==> config.mk <==
export PLATFORM = sky130hd
export DESIGN_NAME = dma_stream_sched_flat
export DESIGN_NICKNAME = d
export VERILOG_FILES = /design/src/rtl/dma_pkg.sv /design/src/rtl/dma_stream_sched_if.sv /design/src/rtl/dma_rr_arbiter.sv /design/src/rtl/dma_stream_sched.sv /design/src/flat_wrapper.sv
export SDC_FILE = /design/constraint.sdc
export NUM_CORES = 1
export LEC_CHECK = 0
export CORE_AREA = 2 2 205 207
export DETAILED_ROUTE_END_ITERATION = 16
export DIE_AREA = 0 0 207 209
export RECOVER_POWER = 25
export SETUP_SLACK_MARGIN = 0.2
export SYNTH_ARGS = -nofsm -noshare
export SYNTH_HDL_FRONTEND = slang
export SYNTH_SLANG_ARGS = --single-unit
==> constraint.sdc <==
create_clock -name clk -period 4.15 [get_ports clk]
set_input_delay 0.83 -clock clk [delete_from_list [all_inputs] [get_ports clk]]
set_output_delay 0.83 -clock clk [all_outputs]
set_load 0.02 [all_outputs]
==> src/rtl/dma_pkg.sv <==
// dma_pkg
// Shared types for the DMA streamer pair and its scheduler.
//   dma_err_src_e   : error source reported by a streamer or by the scheduler watchdog
//   s_dma_desc_t    : transfer descriptor (source, destination, byte count)
//   s_dma_error_t   : error record, valid + source + faulting address
//   dma_sched_st_t  : scheduler state encoding
package dma_pkg;

  typedef enum logic [2:0] {
    DMA_NO_ERR        = 3'd0,
    DMA_UNALIGNED_ERR = 3'd1,
    DMA_BUS_ERR       = 3'd2,
    DMA_DECODE_ERR    = 3'd3,
    DMA_TIMEOUT_ERR   = 3'd4
  } dma_err_src_e;

  typedef struct packed {
    logic [31:0] src_addr;
    logic [31:0] dst_addr;
    logic [15:0] num_bytes;
  } s_dma_desc_t;

  typedef struct packed {
    logic         valid;
    dma_err_src_e src;
    logic [31:0]  addr;
  } s_dma_error_t;

  typedef enum logic [2:0] {
    SCHED_IDLE,
    SCHED_GO,
    SCHED_RUN,
    SCHED_RESP,
    SCHED_HALT
  } dma_sched_st_t;

  // Width of the RUN-state watchdog counter.
  localparam int WD_W = 16;

endpackage

==> src/rtl/dma_stream_sched_if.sv <==
// dma_stream_sched_if
// Control bundle between the stream scheduler and the read/write streamer pair.
//   dma_go_o / dma_desc_o            : descriptor load strobe and descriptor
//   rd/wr_stream_valid_o             : per-streamer enable
//   rd/wr_stream_done_i              : per-streamer completion pulse
//   rd/wr_stream_err_i               : per-streamer (sticky) error status
// master = scheduler side, slave = streamer side.
interface dma_stream_sched_if;
  import dma_pkg::*;

  logic         dma_go_o;
  s_dma_desc_t  dma_desc_o;
  logic         rd_stream_valid_o;
  logic         wr_stream_valid_o;
  logic         rd_stream_done_i;
  logic         wr_stream_done_i;
  s_dma_error_t rd_stream_err_i;
  s_dma_error_t wr_stream_err_i;

  modport master (
    output dma_go_o, dma_desc_o, rd_stream_valid_o, wr_stream_valid_o,
    input  rd_stream_done_i, wr_stream_done_i, rd_stream_err_i, wr_stream_err_i
  );

  modport slave (
    input  dma_go_o, dma_desc_o, rd_stream_valid_o, wr_stream_valid_o,
    output rd_stream_done_i, wr_stream_done_i, rd_stream_err_i, wr_stream_err_i
  );

endinterface

==> src/rtl/dma_rr_arbiter.sv <==
// dma_rr_arbiter
// Combinational round-robin arbiter: the first requester found scanning upward
// from ptr_i (wrapping) wins.
//   req_i       : request vector
//   ptr_i       : highest-priority channel this cycle
//   grant_o     : one-hot grant (all zero when nothing requests)
//   grant_idx_o : index of the granted channel
module dma_rr_arbiter #(
  parameter  int NUM_CH = 4,
  localparam int IDX_W  = (NUM_CH > 1) ? $clog2(NUM_CH) : 1
) (
  input  logic [NUM_CH-1:0] req_i,
  input  logic [IDX_W-1:0]  ptr_i,
  output logic [NUM_CH-1:0] grant_o,
  output logic [IDX_W-1:0]  grant_idx_o
);

  logic             found;
  logic [IDX_W-1:0] sel;

  always_comb begin
    grant_o     = '0;
    grant_idx_o = '0;
    found       = 1'b0;
    sel         = '0;
    for (int i = 0; i < NUM_CH; i++) begin
      sel = IDX_W'((int'(ptr_i) + i) % NUM_CH);
      if (!found && req_i[sel]) begin
        found        = 1'b1;
        grant_o[sel] = 1'b1;
        grant_idx_o  = sel;
      end
    end
  end

endmodule

==> src/rtl/dma_stream_sched.sv <==
// dma_stream_sched
// Schedules descriptors from NUM_CH requesters onto one read/write streamer pair.
// A round-robin winner is accepted in IDLE, loaded with a one-cycle go pulse,
// run until both streamers report done, then acknowledged per channel. Streamer
// errors or the RUN watchdog stop the pair in HALT until software clears it.
//   clk, rstn          : clock, asynchronous active-low reset
//   ch_req_valid_i     : per-channel descriptor pending
//   ch_desc_i          : per-channel descriptor
//   ch_req_ready_o     : one-hot accept (combinational, IDLE only)
//   ch_done_o          : one-cycle completion pulse
//   ch_err_o/_id_o     : error record (valid pulses once) and offending channel
//   busy_o, halt_o     : state != IDLE, state == HALT
//   halt_clr_i         : leave HALT
//   active_ch_o        : channel owning the pair
//   strm               : streamer-pair control bundle
module dma_stream_sched
  import dma_pkg::*;
#(
  parameter  int NUM_CH         = 4,
  parameter  int TIMEOUT_CYCLES = 65535,
  localparam int IDX_W          = (NUM_CH > 1) ? $clog2(NUM_CH) : 1
) (
  input  logic               clk,
  input  logic               rstn,
  input  logic [NUM_CH-1:0]  ch_req_valid_i,
  input  s_dma_desc_t        ch_desc_i [NUM_CH],
  output logic [NUM_CH-1:0]  ch_req_ready_o,
  output logic [NUM_CH-1:0]  ch_done_o,
  output s_dma_error_t       ch_err_o,
  output logic [IDX_W-1:0]   ch_err_id_o,
  output logic               busy_o,
  output logic               halt_o,
  input  logic               halt_clr_i,
  output logic [IDX_W-1:0]   active_ch_o,
  dma_stream_sched_if.master strm
);

  localparam logic [WD_W-1:0] WD_LIMIT = WD_W'(TIMEOUT_CYCLES);

  dma_sched_st_t     state;
  s_dma_desc_t       desc_q;
  logic [IDX_W-1:0]  active_q;
  logic [IDX_W-1:0]  rr_ptr;
  logic [WD_W-1:0]   wd_cnt;
  logic              go_q;
  logic              rd_valid_ff, wr_valid_ff;
  logic              rd_done_seen, wr_done_seen;

  logic [NUM_CH-1:0] grant_oh;
  logic [IDX_W-1:0]  grant_idx;
  s_dma_error_t      rd_err, wr_err;
  logic              rd_fin, wr_fin, wd_expired;

  function automatic logic [IDX_W-1:0] next_ch(input logic [IDX_W-1:0] c);
    return (int'(c) == NUM_CH - 1) ? '0 : c + 1'b1;
  endfunction

  dma_rr_arbiter #(.NUM_CH(NUM_CH)) u_arb (
    .req_i       (ch_req_valid_i),
    .ptr_i       (rr_ptr),
    .grant_o     (grant_oh),
    .grant_idx_o (grant_idx)
  );

  assign rd_err     = strm.rd_stream_err_i;
  assign wr_err     = strm.wr_stream_err_i;
  // A done pulse in the current cycle counts as seen, so same-cycle dones finish at once.
  assign rd_fin     = rd_done_seen | strm.rd_stream_done_i;
  assign wr_fin     = wr_done_seen | strm.wr_stream_done_i;
  assign wd_expired = (TIMEOUT_CYCLES != 0) && (wd_cnt == WD_LIMIT);

  // Gated by rstn so that every output reads zero while reset is held.
  assign ch_req_ready_o         = (rstn && state == SCHED_IDLE) ? grant_oh : '0;
  assign busy_o                 = (state != SCHED_IDLE);
  assign halt_o                 = (state == SCHED_HALT);
  assign active_ch_o            = active_q;
  assign strm.dma_go_o          = go_q;
  assign strm.dma_desc_o        = desc_q;
  assign strm.rd_stream_valid_o = rd_valid_ff;
  assign strm.wr_stream_valid_o = wr_valid_ff;

  always_ff @(posedge clk or negedge rstn) begin
    if (!rstn) begin
      state        <= SCHED_IDLE;
      desc_q       <= '0;
      active_q     <= '0;
      rr_ptr       <= '0;
      wd_cnt       <= '0;
      go_q         <= 1'b0;
      rd_valid_ff  <= 1'b0;
      wr_valid_ff  <= 1'b0;
      rd_done_seen <= 1'b0;
      wr_done_seen <= 1'b0;
      ch_done_o    <= '0;
      ch_err_o     <= '0;
      ch_err_id_o  <= '0;
    end else begin
      go_q           <= 1'b0;
      ch_done_o      <= '0;
      ch_err_o.valid <= 1'b0;
      case (state)
        SCHED_IDLE: begin
          if (|ch_req_valid_i) begin
            desc_q   <= ch_desc_i[grant_idx];
            active_q <= grant_idx;
            go_q     <= 1'b1;
            state    <= SCHED_GO;
          end
        end
        SCHED_GO: begin
          rd_valid_ff  <= 1'b1;
          wr_valid_ff  <= 1'b1;
          rd_done_seen <= 1'b0;
          wr_done_seen <= 1'b0;
          wd_cnt       <= '0;
          state        <= SCHED_RUN;
        end
        SCHED_RUN: begin
          if (rd_err.valid || wr_err.valid) begin
            ch_err_o    <= rd_err.valid ? rd_err : wr_err;
            ch_err_id_o <= active_q;
            rd_valid_ff <= 1'b0;
            wr_valid_ff <= 1'b0;
            state       <= SCHED_HALT;
          end else if (wd_expired) begin
            ch_err_o    <= '{valid: 1'b1, src: DMA_TIMEOUT_ERR, addr: desc_q.src_addr};
            ch_err_id_o <= active_q;
            rd_valid_ff <= 1'b0;
            wr_valid_ff <= 1'b0;
            state       <= SCHED_HALT;
          end else if (rd_fin && wr_fin) begin
            ch_done_o[active_q] <= 1'b1;
            rd_valid_ff         <= 1'b0;
            wr_valid_ff         <= 1'b0;
            state               <= SCHED_RESP;
          end else begin
            // Drop each valid right after its own done so an idle streamer does not restart.
            if (strm.rd_stream_done_i) begin
              rd_valid_ff  <= 1'b0;
              rd_done_seen <= 1'b1;
            end
            if (strm.wr_stream_done_i) begin
              wr_valid_ff  <= 1'b0;
              wr_done_seen <= 1'b1;
            end
            if (wd_cnt != '1) wd_cnt <= wd_cnt + 1'b1;
          end
        end
        SCHED_RESP: begin
          rr_ptr <= next_ch(active_q);
          state  <= SCHED_IDLE;
        end
        SCHED_HALT: begin
          if (halt_clr_i) begin
            rr_ptr <= next_ch(active_q);
            state  <= SCHED_IDLE;
          end
        end
        default: state <= SCHED_IDLE;
      endcase
    end
  end

endmodule

==> src/flat_wrapper.sv <==
// flat-port wrapper written by rule: the top's interface ports become plain ports
module dma_stream_sched_flat import dma_pkg::*;
#(
  parameter  int NUM_CH         = 4,
  parameter  int TIMEOUT_CYCLES = 65535,
  localparam int IDX_W          = (NUM_CH > 1) ? $clog2(NUM_CH) : 1
)
  (clk, rstn, ch_req_valid_i, ch_desc_i, ch_req_ready_o, ch_done_o, ch_err_o, ch_err_id_o, busy_o, halt_o, halt_clr_i, active_ch_o, strm_dma_go_o, strm_dma_desc_o, strm_rd_stream_valid_o, strm_wr_stream_valid_o, strm_rd_stream_done_i, strm_wr_stream_done_i, strm_rd_stream_err_i, strm_wr_stream_err_i);
  dma_stream_sched_if strm_i ();
  input  logic clk;
  input  logic rstn;
  input  logic [NUM_CH-1:0] ch_req_valid_i;
  input  s_dma_desc_t ch_desc_i[NUM_CH];
  output logic [NUM_CH-1:0] ch_req_ready_o;
  output logic [NUM_CH-1:0] ch_done_o;
  output s_dma_error_t ch_err_o;
  output logic [IDX_W-1:0] ch_err_id_o;
  output logic busy_o;
  output logic halt_o;
  input  logic halt_clr_i;
  output logic [IDX_W-1:0] active_ch_o;
  output wire logic [$bits(strm_i.dma_go_o)-1:0] strm_dma_go_o;
  output wire logic [$bits(strm_i.dma_desc_o)-1:0] strm_dma_desc_o;
  output wire logic [$bits(strm_i.rd_stream_valid_o)-1:0] strm_rd_stream_valid_o;
  output wire logic [$bits(strm_i.wr_stream_valid_o)-1:0] strm_wr_stream_valid_o;
  input wire logic [$bits(strm_i.rd_stream_done_i)-1:0] strm_rd_stream_done_i;
  input wire logic [$bits(strm_i.wr_stream_done_i)-1:0] strm_wr_stream_done_i;
  input wire logic [$bits(strm_i.rd_stream_err_i)-1:0] strm_rd_stream_err_i;
  input wire logic [$bits(strm_i.wr_stream_err_i)-1:0] strm_wr_stream_err_i;
  assign strm_dma_go_o = strm_i.dma_go_o;
  assign strm_dma_desc_o = strm_i.dma_desc_o;
  assign strm_rd_stream_valid_o = strm_i.rd_stream_valid_o;
  assign strm_wr_stream_valid_o = strm_i.wr_stream_valid_o;
  assign strm_i.rd_stream_done_i = strm_rd_stream_done_i;
  assign strm_i.wr_stream_done_i = strm_wr_stream_done_i;
  assign strm_i.rd_stream_err_i = strm_rd_stream_err_i;
  assign strm_i.wr_stream_err_i = strm_wr_stream_err_i;
  dma_stream_sched #(.NUM_CH(NUM_CH), .TIMEOUT_CYCLES(TIMEOUT_CYCLES)) u_core (.clk(clk), .rstn(rstn), .ch_req_valid_i(ch_req_valid_i), .ch_desc_i(ch_desc_i), .ch_req_ready_o(ch_req_ready_o), .ch_done_o(ch_done_o), .ch_err_o(ch_err_o), .ch_err_id_o(ch_err_id_o), .busy_o(busy_o), .halt_o(halt_o), .halt_clr_i(halt_clr_i), .active_ch_o(active_ch_o), .strm(strm_i));
endmodule
# == Word-level counts from Yosys, hierarchy flattened ==
# Cells that the tools add are included.
# totals
inputBits,401
wordCells,165
reg_bits,150
out_inout_bits,133
# op_classes
n_bitwise,6
add_sub_neg,5
n_eq_ne,18
order_cmp,11
muxes,79
n_reduce_logical,29
# ops
cell,count
$bmux W80 S2,1
$mux W80,2
$mux W36,4
$mux W16,4
$mux W4,9
$pmux W16 S2,1
$mux W1,30
$add A16 B1 Y16 const B,1
$eq A16 B16 Y1 const B,1
$mux W2,8
$ne A16 B16 Y1 const B,1
$lt A2 B3 Y1 const B,5
$mux W3,5
$reduce_and A5 Y1,3
$ne A2 B2 Y1 const B,6
$or A4 B4 Y4,3
$pmux W3 S4,1
$demux W1 S2,5
$ge A2 B1 Y1 const B,5
$logic_and A1 B1 Y1,10
$ne A5 B2 Y1 const B,2
$reduce_and A2 Y1,5
$bmux W1 S2,4
$pmux W1 S2,4
other kinds (19),28

# == Logic depth before layout (Yosys ltp) ==
# Gate-level depths: netlist of run 1.
# logic_depth
ltp_word,16
mapped_depth,12
mapped_depth_nobuf,8

# == Cells and area by module ==
# A second synthesis of run 1 with hierarchy kept.
# hier_totals
hier_cells,706
hier_area_um2,9081.2
# modules_own_cells
mod,area_per_inst_um2,instances,cells_per_inst,seq_area_each_um2
dma_stream_sched,8592.0,1,641,3753.6
dma_rr_arbiter,489.2,1,65,0.0

# == Least setup slack after synthesis of run 1 ==
# Ideal clock, no wire load.
# synth_path
kind,reg2out
from,register u_core.rr_ptr[0]
to,output ch_req_ready_o[0]
n_path_buf,1
arrival_ns,2.437
slack_ns,0.883
stages_incl_launch_ff,9
t_required_ns,3.320
cell_sequence,dfrtp_1 buf_6 inv_1 ha_1 mux4_2 nor3_1 and3_1 a221oi_1 nor2_1
# synth_between
elab_chain_len,13
word_cells_on_any_way,48
classes_between,3 x add/sub; 8 x order compare; 24 x mux; 3 x bitwise; 10 x reduce/logical
# synth_rtl
element,line,text
from (decl),dma_stream_sched.sv:43,logic [IDX_W-1:0] rr_ptr;
from (signal assigned),dma_stream_sched.sv:150,rr_ptr <= next_ch(active_q);
from (signal assigned),dma_stream_sched.sv:155,rr_ptr <= next_ch(active_q);
branches (longest 11 deep; another with $lt A2 B3 Y1),-,
$mux W4 *,dma_rr_arbiter.sv:28,if (!found && req_i[sel]) begin
$mux W4 *,dma_stream_sched.sv:73,assign ch_req_ready_o = (rstn && state == SCHED_IDLE) ? grant_oh : '0;
to (decl),flat_wrapper.sv:14,output logic [NUM_CH-1:0] ch_req_ready_o;
# Every way passes the cells marked *. The select of a mux whose other input is x is not followed.

# == Worst setup path in the final report of run 1 ==
# layout_path
from,input ch_req_valid_i[2]
to,output ch_req_ready_o[1]
# layout_between
elab_chain_len,13
word_cells_on_any_way,25
classes_between,16 x mux; 3 x bitwise; 6 x reduce/logical
# layout_rtl
element,line,text
from (decl),flat_wrapper.sv:12,input logic [NUM_CH-1:0] ch_req_valid_i;
$bmux W1 S2,dma_rr_arbiter.sv:28,
$mux W1 (implied by the code),dma_rr_arbiter.sv:28,
$mux W1,dma_rr_arbiter.sv:28,
$logic_not A1 Y1,dma_rr_arbiter.sv:28,
$logic_and A1 B1 Y1,dma_rr_arbiter.sv:28,
$mux W1,dma_rr_arbiter.sv:28,
$logic_not A1 Y1,dma_rr_arbiter.sv:28,
$logic_and A1 B1 Y1,dma_rr_arbiter.sv:28,
$mux W1,dma_rr_arbiter.sv:28,
$logic_not A1 Y1,dma_rr_arbiter.sv:28,
$logic_and A1 B1 Y1,dma_rr_arbiter.sv:28,
$mux W4 *,dma_rr_arbiter.sv:28,
$mux W4 *,dma_stream_sched.sv:73,
# Every way passes the cells marked *; elsewhere a longest branch is shown, timed or not. The select of a mux whose other input is x is not followed.

==> results of run 1 <==
-- area by class of cell --
| cell class | instances | area (um2) |
|---|---|---|
| clock buffer | 18 | 439 |
| clock inverter | 14 | 188 |
| fill | 4163 | 26200 |
| inverter | 14 | 52.6 |
| multi-input combinational | 598 | 4420 |
| sequential | 150 | 3750 |
| tap | 539 | 674 |
| timing repair buffer | 564 | 5610 |
-- where the power goes --
group          leakage, nW  switching, W  internal [W]
Combinational         4.10       0.00395       0.00337
Clock                0.303      0.000718      0.000981
Sequential            1.90      0.000485       0.00214
Total                 6.30       0.00516       0.00649
-- flip-flops by register name, indices dropped and copies added, names as in the netlist --
| register | count |
|---|---|
| u_core.strm.dma_desc_o | 80 |
| u_core.ch_err_o | 36 |
| u_core.wd_cnt | 16 |
| u_core.ch_done_o | 4 |
| u_core.state | 3 |
| u_core.active_ch_o | 2 |
| u_core.ch_err_id_o | 2 |
| u_core.rr_ptr | 2 |
| u_core.rd_done_seen | 1 |
| u_core.strm.dma_go_o | 1 |
| u_core.strm.rd_stream_valid_o | 1 |
| u_core.strm.wr_stream_valid_o | 1 |
| u_core.wr_done_seen | 1 |
-- worst min-delay path by stage --
stage	to	slack, ns	cells past startpoint
6_report	u_core.ch_err_o[22]$_DFFE_PN0P_	0.48	2
5_1_grt	u_core.ch_err_o[20]$_DFFE_PN0P_	0.50	2
4_1_cts	u_core.strm.dma_desc_o[60]$_DFFE_PN0P_	0.21	1
3_5_place_dp	u_core.ch_err_o[22]$_DFFE_PN0P_	0.47	2
3_3_place_gp	u_core.ch_err_o[14]$_DFFE_PN0P_	0.46	2
2_1_floorplan	u_core.wd_cnt[0]$_DFFE_PN0P_	0.48	1
-- logic make-up (layout without fill, tap and decap cells) --
group / after synthesis / count (layout) / share of synthesized area
and+or+nand+nor: 216 / 216 / 0.108
DFF: 150 / 150 / 0.441
buffers and inverters: 81 / 610 / 0.0473
adders and majority gates: 12 / 12 / 0.0176
AOI/OAI and AO/OA: 189 / 189 / 0.173
xor gates and xnor gates: 12 / 12 / 0.0123
muxes: 169 / 169 / 0.202
-- repair_timing --
| action | 4_1_cts | 5_1_grt |
|---|---|---|
| gates resized for setup | 6 | 1 |
| setup endpoints to repair | 4 | 4 |
| pin swaps | 0 | 0 |
| setup buffers | 2 | 2 |
-- per-stage QoR --
step           area [um2]  cells   util  setup WS [ns]
6_report            15100   1897  0.367          0.303
4_1_cts             15100   1895  0.366          0.266
5_1_grt             15100   1897  0.367          0.218
2_1_floorplan        8520    829      -          0.883
3_3_place_gp        14500   1861  0.351          0.129
3_5_place_dp        14500   1861  0.351         0.0184
-- synth_stat cells (all sizes together) --
cell	count	area share
a221oi	4	0.0041
inv	14	0.0062
o21ai	46	0.027
or2	3	0.0022
o31ai	1	0.00088
o21bai	1	0.00088
a22o	2	0.0021
or3	1	0.00074
a31oi	1	0.00074
a21oi	9	0.0053
a2bb2oi	1	0.0010
nor4	3	0.0022
nand2b	7	0.0051
clkbuf	45	0.020
mux4	2	0.0053
a222oi	32	0.038
xnor2	10	0.010
xor2	2	0.0021
buf	22	0.021
nor3	11	0.0065
a32o	1	0.0012
nand4	4	0.0029
nor3b	3	0.0026
nor2	34	0.015
ha	12	0.018
and2	5	0.0037
o221ai	80	0.082
nand2	137	0.060
a31o	1	0.0010
mux2i	167	0.20
nand3	4	0.0024
a22oi	4	0.0035
o22ai	3	0.0022
a21o	1	0.00088
o22a	1	0.0010
dfrtp	150	0.44
and3	1	0.00074
a32oi	1	0.0010
nor2b	3	0.0031
-- placed cells by master, fill, tap and decap left out, types with 4 or more instances in the layout --
| cell | netlist | final |
|---|---|---|
| mux2i_1 | 167 | 167 |
| dfrtp_1 | 150 | 149 |
| clkdlybuf4s50_1 | 0 | 527 |
| a222oi_1 | 32 | 32 |
| a22oi_1 | 4 | 4 |
| nand2_1 | 137 | 136 |
| and2_1 | 5 | 5 |
| a21oi_1 | 9 | 9 |
| nand2b_1 | 7 | 4 |
| o21ai_0 | 44 | 44 |
| buf_12 | 0 | 5 |
| dlygate4sd2_1 | 0 | 4 |
| ha_1 | 12 | 11 |
| xnor2_1 | 10 | 10 |
| nor3_1 | 11 | 11 |
| a221oi_1 | 4 | 4 |
| inv_1 | 14 | 14 |
| nor2_1 | 34 | 34 |
| clkbuf_16 | 0 | 17 |
| nand3_1 | 4 | 4 |
| nand4_1 | 4 | 4 |
| buf_4 | 0 | 24 |
| o221ai_1 | 80 | 80 |
-- critical path, delay by kind of cell --
family | cells | cell delay [ns]
mux | 1 | 0.55
simple gates | 3 | 0.64
compound gates | 1 | 0.10
buf+inv | 2 | 0.89
-- layer usage --
layer / track usage / up-vias / part of all wire
li1: - / 4162 / -
met1: 0.206 / 4340 / 0.40
met2: 0.305 / 354 / 0.51
met3: 0.0382 / 40 / 0.054
met4: 0.0611 / 0 / 0.027
met5: 0 / - / 0
==> metrics, run 1 <==
crit share post-route 0.927; share of cells above drive strength 1 0.0574; root buf cell clkbuf_16; CP startpoint kind input pin; Ys Warns 0; die width 207 um; failing checks max-capacitance violations, max-slew violations; syn nets 1,242; CP Max Fanout 8; CTS H-tree depth 4; Worst-Skew Late Latency 0.44 ns; Reg2Reg Depth 11; hold slack 0.478 ns; clock skew 0.00978 ns; status complete, but fails checks; Initial Util 0.206; max-cap violations 2; CTS max path bufs 2; setup TNS 0 ns; largest net degree at the start of global routing 68; total power 0.0116 W; gr usage total 0.173; Final Hold Vio Count 0; CTS Hold Bufs 0; end of the critical path ch_req_ready_o[1]; Antenna diodes 0; Via density 4.69; vias after detailed routing 8,896; library cells used by synthesis 44; critical path arrival 3.02 ns; drt initial violations 597; die area 43,300 um2; HPWL Detailed 30.4 mm; critical path, cell by cell clkdlybuf4s50_1, mux4_2, nor3_1, and3_1, a221oi_1, nor2_1, dlygate4sd2_1; #FFs+latches synth 150; Mapped Area 8520 um2; TritonCTS clock tree done; RSZ-0062 raised after global routing false; input/output buffers 533; area delta synth->final 77.7%; total gr overflow 0; Synth Instances 829; Min Clock Period, post-route 3.85 ns; crit-path max cell delay 0.55 ns; RR Endpoint u_core.strm.dma_desc_o[78]$_DFFE_PN0P_; initial antenna violation count 0; Clock transition at path regs 0.07 ns; Power per Cell Area 769 nW/um2; global-route wire length before repair 56.8 mm; cts bufs inserted 17; Die H 209 um; CP Launch Point ch_req_valid_i[2]; Setup Viol. Count Final 0; Post-route DRC 0; Max Freq 0.260 GHz; Slew Viols, Final 133; # IOs 534; crit path capture type primary output; vias in the first global route 9,185; core area 41,300 um2; Max IR drop VDD 0.353 mV; R2R Path Start u_core.rr_ptr[1]$_DFFE_PN0P_; R2R Setup Slk 1.05 ns; hold crit path type flop to flop; sequential area share after synthesis 0.441; syn avg cell area 10.3 um2; num rows 75; CTS Sinks 150; hold_sp u_core.ch_err_o[22]$_DFFE_PN0P_; Antenna Nets Post-Route 0; Post-layout nets 1,758; Least-Margin Pin Slew 1.73 ns; Critical-path top delay cell mux4_2; drt pass-1 iters 9; routed wire length per instance 20.1 um; routability cong. 0.870; total wire length 38.2 mm; Crit path required time 3.32 ns; leak pwr 6.30 nW; Setup CP Type input pin to primary output; Slew HR -0.153
Power figures use the tool's default switching activity.
==> inputs of run 2 (changes only) <==
- CAP_MARGIN: default -> 20
==> results of run 2 <==
No change in the layout: final DEF, timing and power equal those of run 1.
